<file path="src/rtl/operand_request_channel.sv">
// rtl/operand_request_channel.sv - per-queue VRF read sequencer with credit-based flow control
//
// Purpose:
//   Sits directly upstream of one operand queue. Accepts an operand request
//   (first VRF word address, word count, queue command), forwards the command
//   to the queue once, then issues one VRF read per granted cycle. A credit
//   counter initialised to the queue depth guarantees that reads in flight
//   plus words already buffered never exceed the queue capacity.
//
// Ports:
//   clk_i                      in   clock
//   rst_i                      in   asynchronous active-high reset
//   req_valid_i / req_ready_o  in/out  request handshake (accepted only in IDLE)
//   req_addr_i                 in   first VRF word address
//   req_len_i                  in   words to read, 0 = no-op
//   req_cmd_i                  in   opaque command for the operand queue
//   vrf_req_o                  out  VRF read request to the bank arbiter
//   vrf_addr_o                 out  VRF read address (held while not granted)
//   vrf_gnt_i                  in   arbiter grant, only meaningful with vrf_req_o
//   operand_issued_o           out  a read fired this cycle
//   operand_queue_cmd_o        out  command to the operand queue
//   operand_queue_cmd_valid_o  out  one-cycle command strobe per non-empty request
//   credit_return_i            in   queue handed one word to its VFU
//   busy_o                     out  request in progress

module operand_request_channel #(
  parameter int unsigned BufferDepth = 5,
  parameter int unsigned AddrWidth   = 16,
  parameter int unsigned LenWidth    = 16,
  parameter int unsigned CmdWidth    = 8
) (
  input  logic                 clk_i,
  input  logic                 rst_i,
  input  logic                 req_valid_i,
  output logic                 req_ready_o,
  input  logic [AddrWidth-1:0] req_addr_i,
  input  logic [LenWidth-1:0]  req_len_i,
  input  logic [CmdWidth-1:0]  req_cmd_i,
  output logic                 vrf_req_o,
  output logic [AddrWidth-1:0] vrf_addr_o,
  input  logic                 vrf_gnt_i,
  output logic                 operand_issued_o,
  output logic [CmdWidth-1:0]  operand_queue_cmd_o,
  output logic                 operand_queue_cmd_valid_o,
  input  logic                 credit_return_i,
  output logic                 busy_o
);

  localparam int unsigned CreditWidth = $clog2(BufferDepth + 1);
  localparam logic [CreditWidth-1:0] CreditMax = CreditWidth'(BufferDepth);

  typedef enum logic {
    StIdle  = 1'b0,
    StIssue = 1'b1
  } state_e;

  state_e                 state_q, state_d;
  logic [AddrWidth-1:0]   addr_q, addr_d;
  logic [LenWidth-1:0]    remaining_q, remaining_d;
  logic [CmdWidth-1:0]    cmd_q, cmd_d;
  logic                   cmd_valid_q, cmd_valid_d;
  logic [CreditWidth-1:0] credits_q, credits_d;

  logic accept;
  logic fire;
  logic last_fire;
  logic has_credit;
  logic non_empty_req;

  assign has_credit    = (credits_q != '0);
  assign non_empty_req = (req_len_i != '0);
  assign accept        = req_valid_i & req_ready_o;
  // A grant only counts when we are actually requesting.
  assign fire          = vrf_req_o & vrf_gnt_i;
  assign last_fire     = fire & (remaining_q == LenWidth'(1));

  // ---------------------------------------------------------------------------
  // FSM: state register
  // ---------------------------------------------------------------------------
  always_ff @(posedge clk_i or posedge rst_i) begin
    if (rst_i) begin
      state_q <= StIdle;
    end else begin
      state_q <= state_d;
    end
  end

  // ---------------------------------------------------------------------------
  // FSM: next-state logic
  // ---------------------------------------------------------------------------
  always_comb begin
    state_d = state_q;
    case (state_q)
      StIdle: begin
        // Zero-length requests are consumed without leaving IDLE.
        if (accept && non_empty_req) begin
          state_d = StIssue;
        end
      end
      StIssue: begin
        if (last_fire) begin
          state_d = StIdle;
        end
      end
      default: state_d = StIdle;
    endcase
  end

  // ---------------------------------------------------------------------------
  // FSM: output logic
  // ---------------------------------------------------------------------------
  always_comb begin
    req_ready_o = 1'b0;
    busy_o      = 1'b0;
    vrf_req_o   = 1'b0;
    case (state_q)
      StIdle: begin
        req_ready_o = 1'b1;
      end
      StIssue: begin
        busy_o    = 1'b1;
        // Without a free queue slot the read must not even be requested.
        vrf_req_o = has_credit;
      end
      default: begin
        req_ready_o = 1'b0;
      end
    endcase
  end

  // ---------------------------------------------------------------------------
  // Request datapath: address, remaining count, command and command strobe
  // ---------------------------------------------------------------------------
  always_comb begin
    addr_d      = addr_q;
    remaining_d = remaining_q;
    cmd_d       = cmd_q;
    cmd_valid_d = 1'b0;
    if (accept) begin
      addr_d      = req_addr_i;
      remaining_d = req_len_i;
      cmd_d       = req_cmd_i;
      cmd_valid_d = non_empty_req;
    end else if (fire) begin
      // Address wraps silently at the top of the VRF word space.
      addr_d      = addr_q + AddrWidth'(1);
      remaining_d = remaining_q - LenWidth'(1);
    end
  end

  always_ff @(posedge clk_i or posedge rst_i) begin
    if (rst_i) begin
      addr_q      <= '0;
      remaining_q <= '0;
      cmd_q       <= '0;
      cmd_valid_q <= 1'b0;
    end else begin
      addr_q      <= addr_d;
      remaining_q <= remaining_d;
      cmd_q       <= cmd_d;
      cmd_valid_q <= cmd_valid_d;
    end
  end

  // ---------------------------------------------------------------------------
  // Credit counter: one slot consumed per fired read, one freed per return.
  // Returns keep arriving in IDLE because buffered words drain after the
  // request has finished issuing.
  // ---------------------------------------------------------------------------
  always_comb begin
    credits_d = credits_q;
    case ({fire, credit_return_i})
      2'b10: credits_d = credits_q - CreditWidth'(1);
      2'b01: begin
        // A return with every slot already free is a protocol error upstream;
        // saturate rather than wrap.
        if (credits_q != CreditMax) begin
          credits_d = credits_q + CreditWidth'(1);
        end
      end
      default: credits_d = credits_q;
    endcase
  end

  always_ff @(posedge clk_i or posedge rst_i) begin
    if (rst_i) begin
      credits_q <= CreditMax;
    end else begin
      credits_q <= credits_d;
    end
  end

  // ---------------------------------------------------------------------------
  // Outputs
  // ---------------------------------------------------------------------------
  assign vrf_addr_o                = addr_q;
  assign operand_issued_o          = fire;
  assign operand_queue_cmd_o       = cmd_q;
  assign operand_queue_cmd_valid_o = cmd_valid_q;

  credit_overflow_a : assert property (
    @(posedge clk_i) disable iff (rst_i)
    !(credit_return_i && !fire && (credits_q == CreditMax))
  ) else $error("credit return received while credit counter is full");

endmodule

</file>
<file path="config.mk">
export PLATFORM = sky130hd
export DESIGN_NAME = operand_request_channel
export DESIGN_NICKNAME = d
export VERILOG_FILES = /design/src/rtl/operand_request_channel.sv
export SDC_FILE = /design/constraint.sdc
export NUM_CORES = 1
export LEC_CHECK = 0
export ABC_CLOCK_PERIOD_IN_PS = 2500
export CORE_AREA = 4 4 80 82
export CTS_CLUSTER_DIAMETER = 150
export DETAILED_ROUTE_END_ITERATION = 8
export DIE_AREA = 0 0 84 86
export PLACE_DENSITY = 0.78
export SLEW_MARGIN = 20
export SYNTH_ARGS = -nofsm -noshare
export SYNTH_HDL_FRONTEND = slang
export SYNTH_SLANG_ARGS = --single-unit
export TNS_END_PERCENT = 100
</file>
<file path="constraint.sdc">
create_clock -name clk_i -period 2.5 [get_ports clk_i]
set_input_delay 0.375 -clock clk_i [delete_from_list [all_inputs] [get_ports clk_i]]
set_output_delay 0.375 -clock clk_i [all_outputs]
set_load 0.1 [all_outputs]
</file>
# Word level (Yosys, flattened, before mapping)

Cells that the tools add are included.

Logic and storage cells: 38
Register bits: 45
Output and inout port bits: 29

Equal/unequal tests: 5
Multiplexer cells: 13
Bitwise operators: 4
Reduce and logical (&&, ||, !) cells: 6
Add/subtract/negate cells: 4

Operators by type and width:

| operator                                                              | count |
|---|---|
| 16-bit two-way mux                                                    | 4 |
| 16-bit by 1-bit adder with 16-bit output (second input constant)      | 1 |
| 16-bit by 1-bit == test with 1-bit output (second input constant)     | 1 |
| 16-bit nonzero test                                                   | 1 |
| 16-bit by 1-bit subtractor with 16-bit output (second input constant) | 1 |
| 1-bit two-way mux                                                     | 6 |
| 3-bit case mux with 2 select lines                                    | 1 |
| 2-bit nonzero test                                                    | 2 |
| 3-bit by 1-bit adder with 3-bit output (second input constant)        | 1 |
| 1-bit bitwise AND                                                     | 3 |
| 3-bit two-way mux                                                     | 1 |
| 3-bit inequality test (second input constant)                         | 1 |
| 3-bit nonzero test                                                    | 1 |
| 3-bit by 1-bit subtractor with 3-bit output (second input constant)   | 1 |
| 2-bit by 1-bit == test with 1-bit output (second input constant)      | 1 |
| 2-bit == test (second input constant)                                 | 1 |
| 2-bit inequality test (second input constant)                         | 1 |
| 1-bit case mux with 2 select lines                                    | 1 |
| 2-bit AND reduction                                                   | 1 |
| 1-bit logical AND                                                     | 1 |
| 1-bit NOT                                                             | 1 |

# Logic depth before layout (Yosys ltp)

Depth in word-level cells: 6
Mapped depth: 9

# Worst setup path before layout

OpenSTA, ideal clock, no wires.

Path kind: register to output
From: reg state_q
To: out vrf_req_o
Required time: 2.125 ns
Arrival time: 3.167 ns
Cell stages (with the launch flop): 3
Slack: -1.042 ns
Cells stage by stage: dfrtp_1 -> inv_1 -> nor2_1

Longest elaborated chain between the ends: 1

RTL lines:

| item                   | RTL line | source |
|---|---|---|
| start, declared        | 57       | `state_e state_q, state_d;` |
| start signal, assigned | 82       | `state_q <= StIdle;` |
| start signal, assigned | 84       | `state_q <= state_d;` |
| 1-bit two-way mux      | 116      | `case (state_q)` |
| end, declared          | 39       | `output logic vrf_req_o,` |

No other way between the ends.

# Worst setup path after layout

From: reg credits_q[1]
To: out operand_issued_o

Longest elaborated chain between the ends: 3

RTL lines:

| item                   | RTL line | source |
|---|---|---|
| start, declared        | 62       | `logic [CreditWidth-1:0] credits_q, credits_d;` |
| start signal, assigned | 187      | `credits_q <= CreditMax;` |
| start signal, assigned | 189      | `credits_q <= credits_d;` |
| 3-bit nonzero test     | 70       | `assign has_credit = (credits_q != '0);` |
| 1-bit two-way mux      | 116      |  |
| 1-bit bitwise AND      | 74       | `assign fire = vrf_req_o & vrf_gnt_i;` |
| end, declared          | 42       | `output logic operand_issued_o,` |

No other way between the ends.

==> metrics.cfg <==
[setup_path]
max_stage_delay_ns=0.51
crit_family=buffers and inverters
crit_arrival_ns=1.87
cp_slowest_cell=o311ai_4
critical_path_buf_inv_count=3
cp_cell_sequence=o311ai_4, inv_2, buf_4, buf_12
critPathKind=register to output port
start_kind=register
end_kind=output port
critPathRequiredTime_ns=2.12
critPathMaxFanout=11

[clock_network]
clock_sinks=45
clkLatencyLatePin_ns=0.30
cts_setup_buffers=0
cts_root_buf=clkbuf_8
numCtsBuffers=5
cts_tree=yes
ctsHoldBuffers=0
h-tree-depth=2
clock_path_buffers=2
cts_resized=0
cts.clk_slew.worst_paths_ns=0.08

[power_and_ir_drop]
p_per_area_mw_per_mm2=1307
peakVddDrop_mv=0.7968
leakagePower_nw=1.387

[timing]
slew_headroom_pct=62.32
setup_ws_ns=0.2582
post-route-period-util_pct=89.67
fmax_mhz=446.1
hold_viol_final=0
drv_slew=0
tightest_slew_ns=0.5652
tns_ns=0
finalSetupViolCount=0
skew_ns=0.009077
rsz0062_at_grt=no
layout_min_cycle_time_ns=2.242

[yosys]
synth_top_area_cell=dfrtp_1
yosysSeqAreaShare_pct=44.61
ys_warn_count=0
postSynthAreaPerCell_um2=9.267
syn_nets=322
postSynthCellCount=273
synth_cell_types=56
synth.top_cells.by_count=63 x nand2_1, 43 x dfrtp_1, 15 x nor2_1, 14 x nand3_1, 14 x o211ai_1
async_flop_share_pct=100.0
synth_seq_cells=45
synthTopCellsByArea=dfrtp_1 43%, nand2_1 9.3%, o211ai_1 4.2%, a221o_1 2.8%, nand3_1 2.8%
syn_area_mm2=0.002530
synth_top_area_share_pct=42.53
yosysMostFrequentCell=nand2_1
ys.flop_type=dfrtp_1
synth_enable_flop_cells=0

[drt]
vias=2406
wl_met3_um=394
met1_length_um=3015
drcViolationCount=0
totalWireLength_um=6587
drtIter0Drc=136
wl_per_cell_um=15.54
drtPass1Iterations=4
top_layer_used=met4
dr_wl_met2_um=3127
via_per_inst=5.675
ant_nets=0

[placed_design]
place.gp.congestion=0.8389
port-buffer-count=73
dpl_cell_area_mm2=0.003301
pre_cts_ws_ns=0.2231
dp_hpwl_um=4871

[final_layout]
final_area_mm2=0.003391
finalNetCount=397
fillCellCount=510
multiInputGateArea_mm2=0.001309
fin_util_pct=59.02
syn2layout_area_growth_pct=34.03
seq_area_mm2=0.001130
layout-drive-gt1-share_pct=19.20
diodes=0

[floorplanning]
die-area_mm2=0.007224
ioPinCount=74
die_h_um=86
initial_core_util_pct=44.03
rows=28
core-area_mm2=0.005746
fp.dieW_um=84

[global_route]
globalRouteTotalUtil_pct=19.06
grt_pass1_vias=2393
grt_pass1_wl_um=11320
antenna_found_initial=0
grt_start_max_net_pins=46
overflow=0

[flow_run]
cap_violations=0

[status]
outcome=finished, final reports clean

[hold_path]
holdCritPathClass=register to register

==> worst paths after layout <==
path | slack [ns] | depth (start not counted) | start | to
max in group asynchronous | 1.55 | 3 | rst_i | state_q
worst max-delay path | 0.26 | 4 | credits_q[1] | operand_issued_o
min in group asynchronous | 0.55 | 3 | rst_i | operand_queue_cmd_o[4]
worst min register to register | 0.48 | 2 | operand_queue_cmd_o[1] | operand_queue_cmd_o[1]
worst max register to register | 0.32 | 6 | credits_q[1] | vrf_addr_o[2]
worst min-delay path | 0.48 | 2 | operand_queue_cmd_o[1] | operand_queue_cmd_o[1]
==> cell type report <==
class | count | area share [%]
clock buffer | 5 | 2.030
multi-input combinational | 206 | 38.60
sequential | 45 | 33.32
tap | 75 | 2.768
timing repair buffer | 81 | 21.55
clock inverter | 3 | 0.6273
inverter | 9 | 1.107
==> cell families (layout without fill, tap and decap cells) <==
family / count (synthesis) / count (layout) / share of synthesized area (%)
multiplexers: 3 / 3 / 1.187
buffers and inverters: 22 / 98 / 4.055
flip-flops: 45 / 45 / 44.61
AO/OA/AOI/OAI: 60 / 60 / 18.94
AND/OR/NAND/NOR: 136 / 136 / 27.89
adder cells (fa/ha/maj): 4 / 4 / 2.275
XOR/XNOR: 3 / 3 / 1.039
==> worst reg2reg max path, stage by stage (launching register included) <==
cell and delay [ns]:
dfrtp_1 0.46, o311ai_4 0.51, inv_2 0.22, buf_4 0.23
nor2_1 0.40, o21ai_0 0.17, o211ai_1 0.11
==> cells in the final DEF (no fill, tap or decap), drive strengths merged, types with 2 or more instances in the layout <==
cell,n
a211o,2
a221o,7
a22oi,3
a31o,2
a31oi,3
buf,37
clkbuf,5
clkdlybuf4s50,44
clkinvlp,2
dfrtp,43
dfstp,2
ha,3
inv,9
mux2i,3
nand2,63
nand2b,4
nand3,15
nand3b,2
nand4,8
nor2,15
nor3,6
nor3b,2
nor4,13
o211ai,15
o21ai,12
o221ai,2
o311ai,5
o31ai,2
or3,3
or4,3
xnor2,2
==> layer usage <==
layer,vias to the layer above,track usage [%]
met5,-,0
met4,0,4.971
met3,6,4.707
met2,87,30.37
met1,1139,26.12
li1,1174,-
==> sequential cells by signal, summed over array words and instances, names as in the netlist <==
name and cells:
operand_queue_cmd_o 8, vrf_addr_o 16, state_q 1, credits_q 3, operand_queue_cmd_valid_o 1, remaining_q 16
==> report_power, final <==
group	leakage [nW]	switching, W	total [W]	internal (W)
Combinational	0.797	0.00182	0.00252	0.000703
Sequential	0.545	0.000418	0.00146	0.00104
Clock	0.0445	0.000252	0.000450	0.000198
==> metrics by stage <==
stage	hold WS, ns	power (W)	instances
3_3_place_gp	0.4602	0.003940	416
4_1_cts	0.4895	0.004455	424
6_report	0.4847	0.004431	424
2_1_floorplan	0.4804	0.003367	273
3_5_place_dp	0.4676	0.003991	416
5_1_grt	0.5143	0.004697	424
Power figures use the tool's default switching activity.
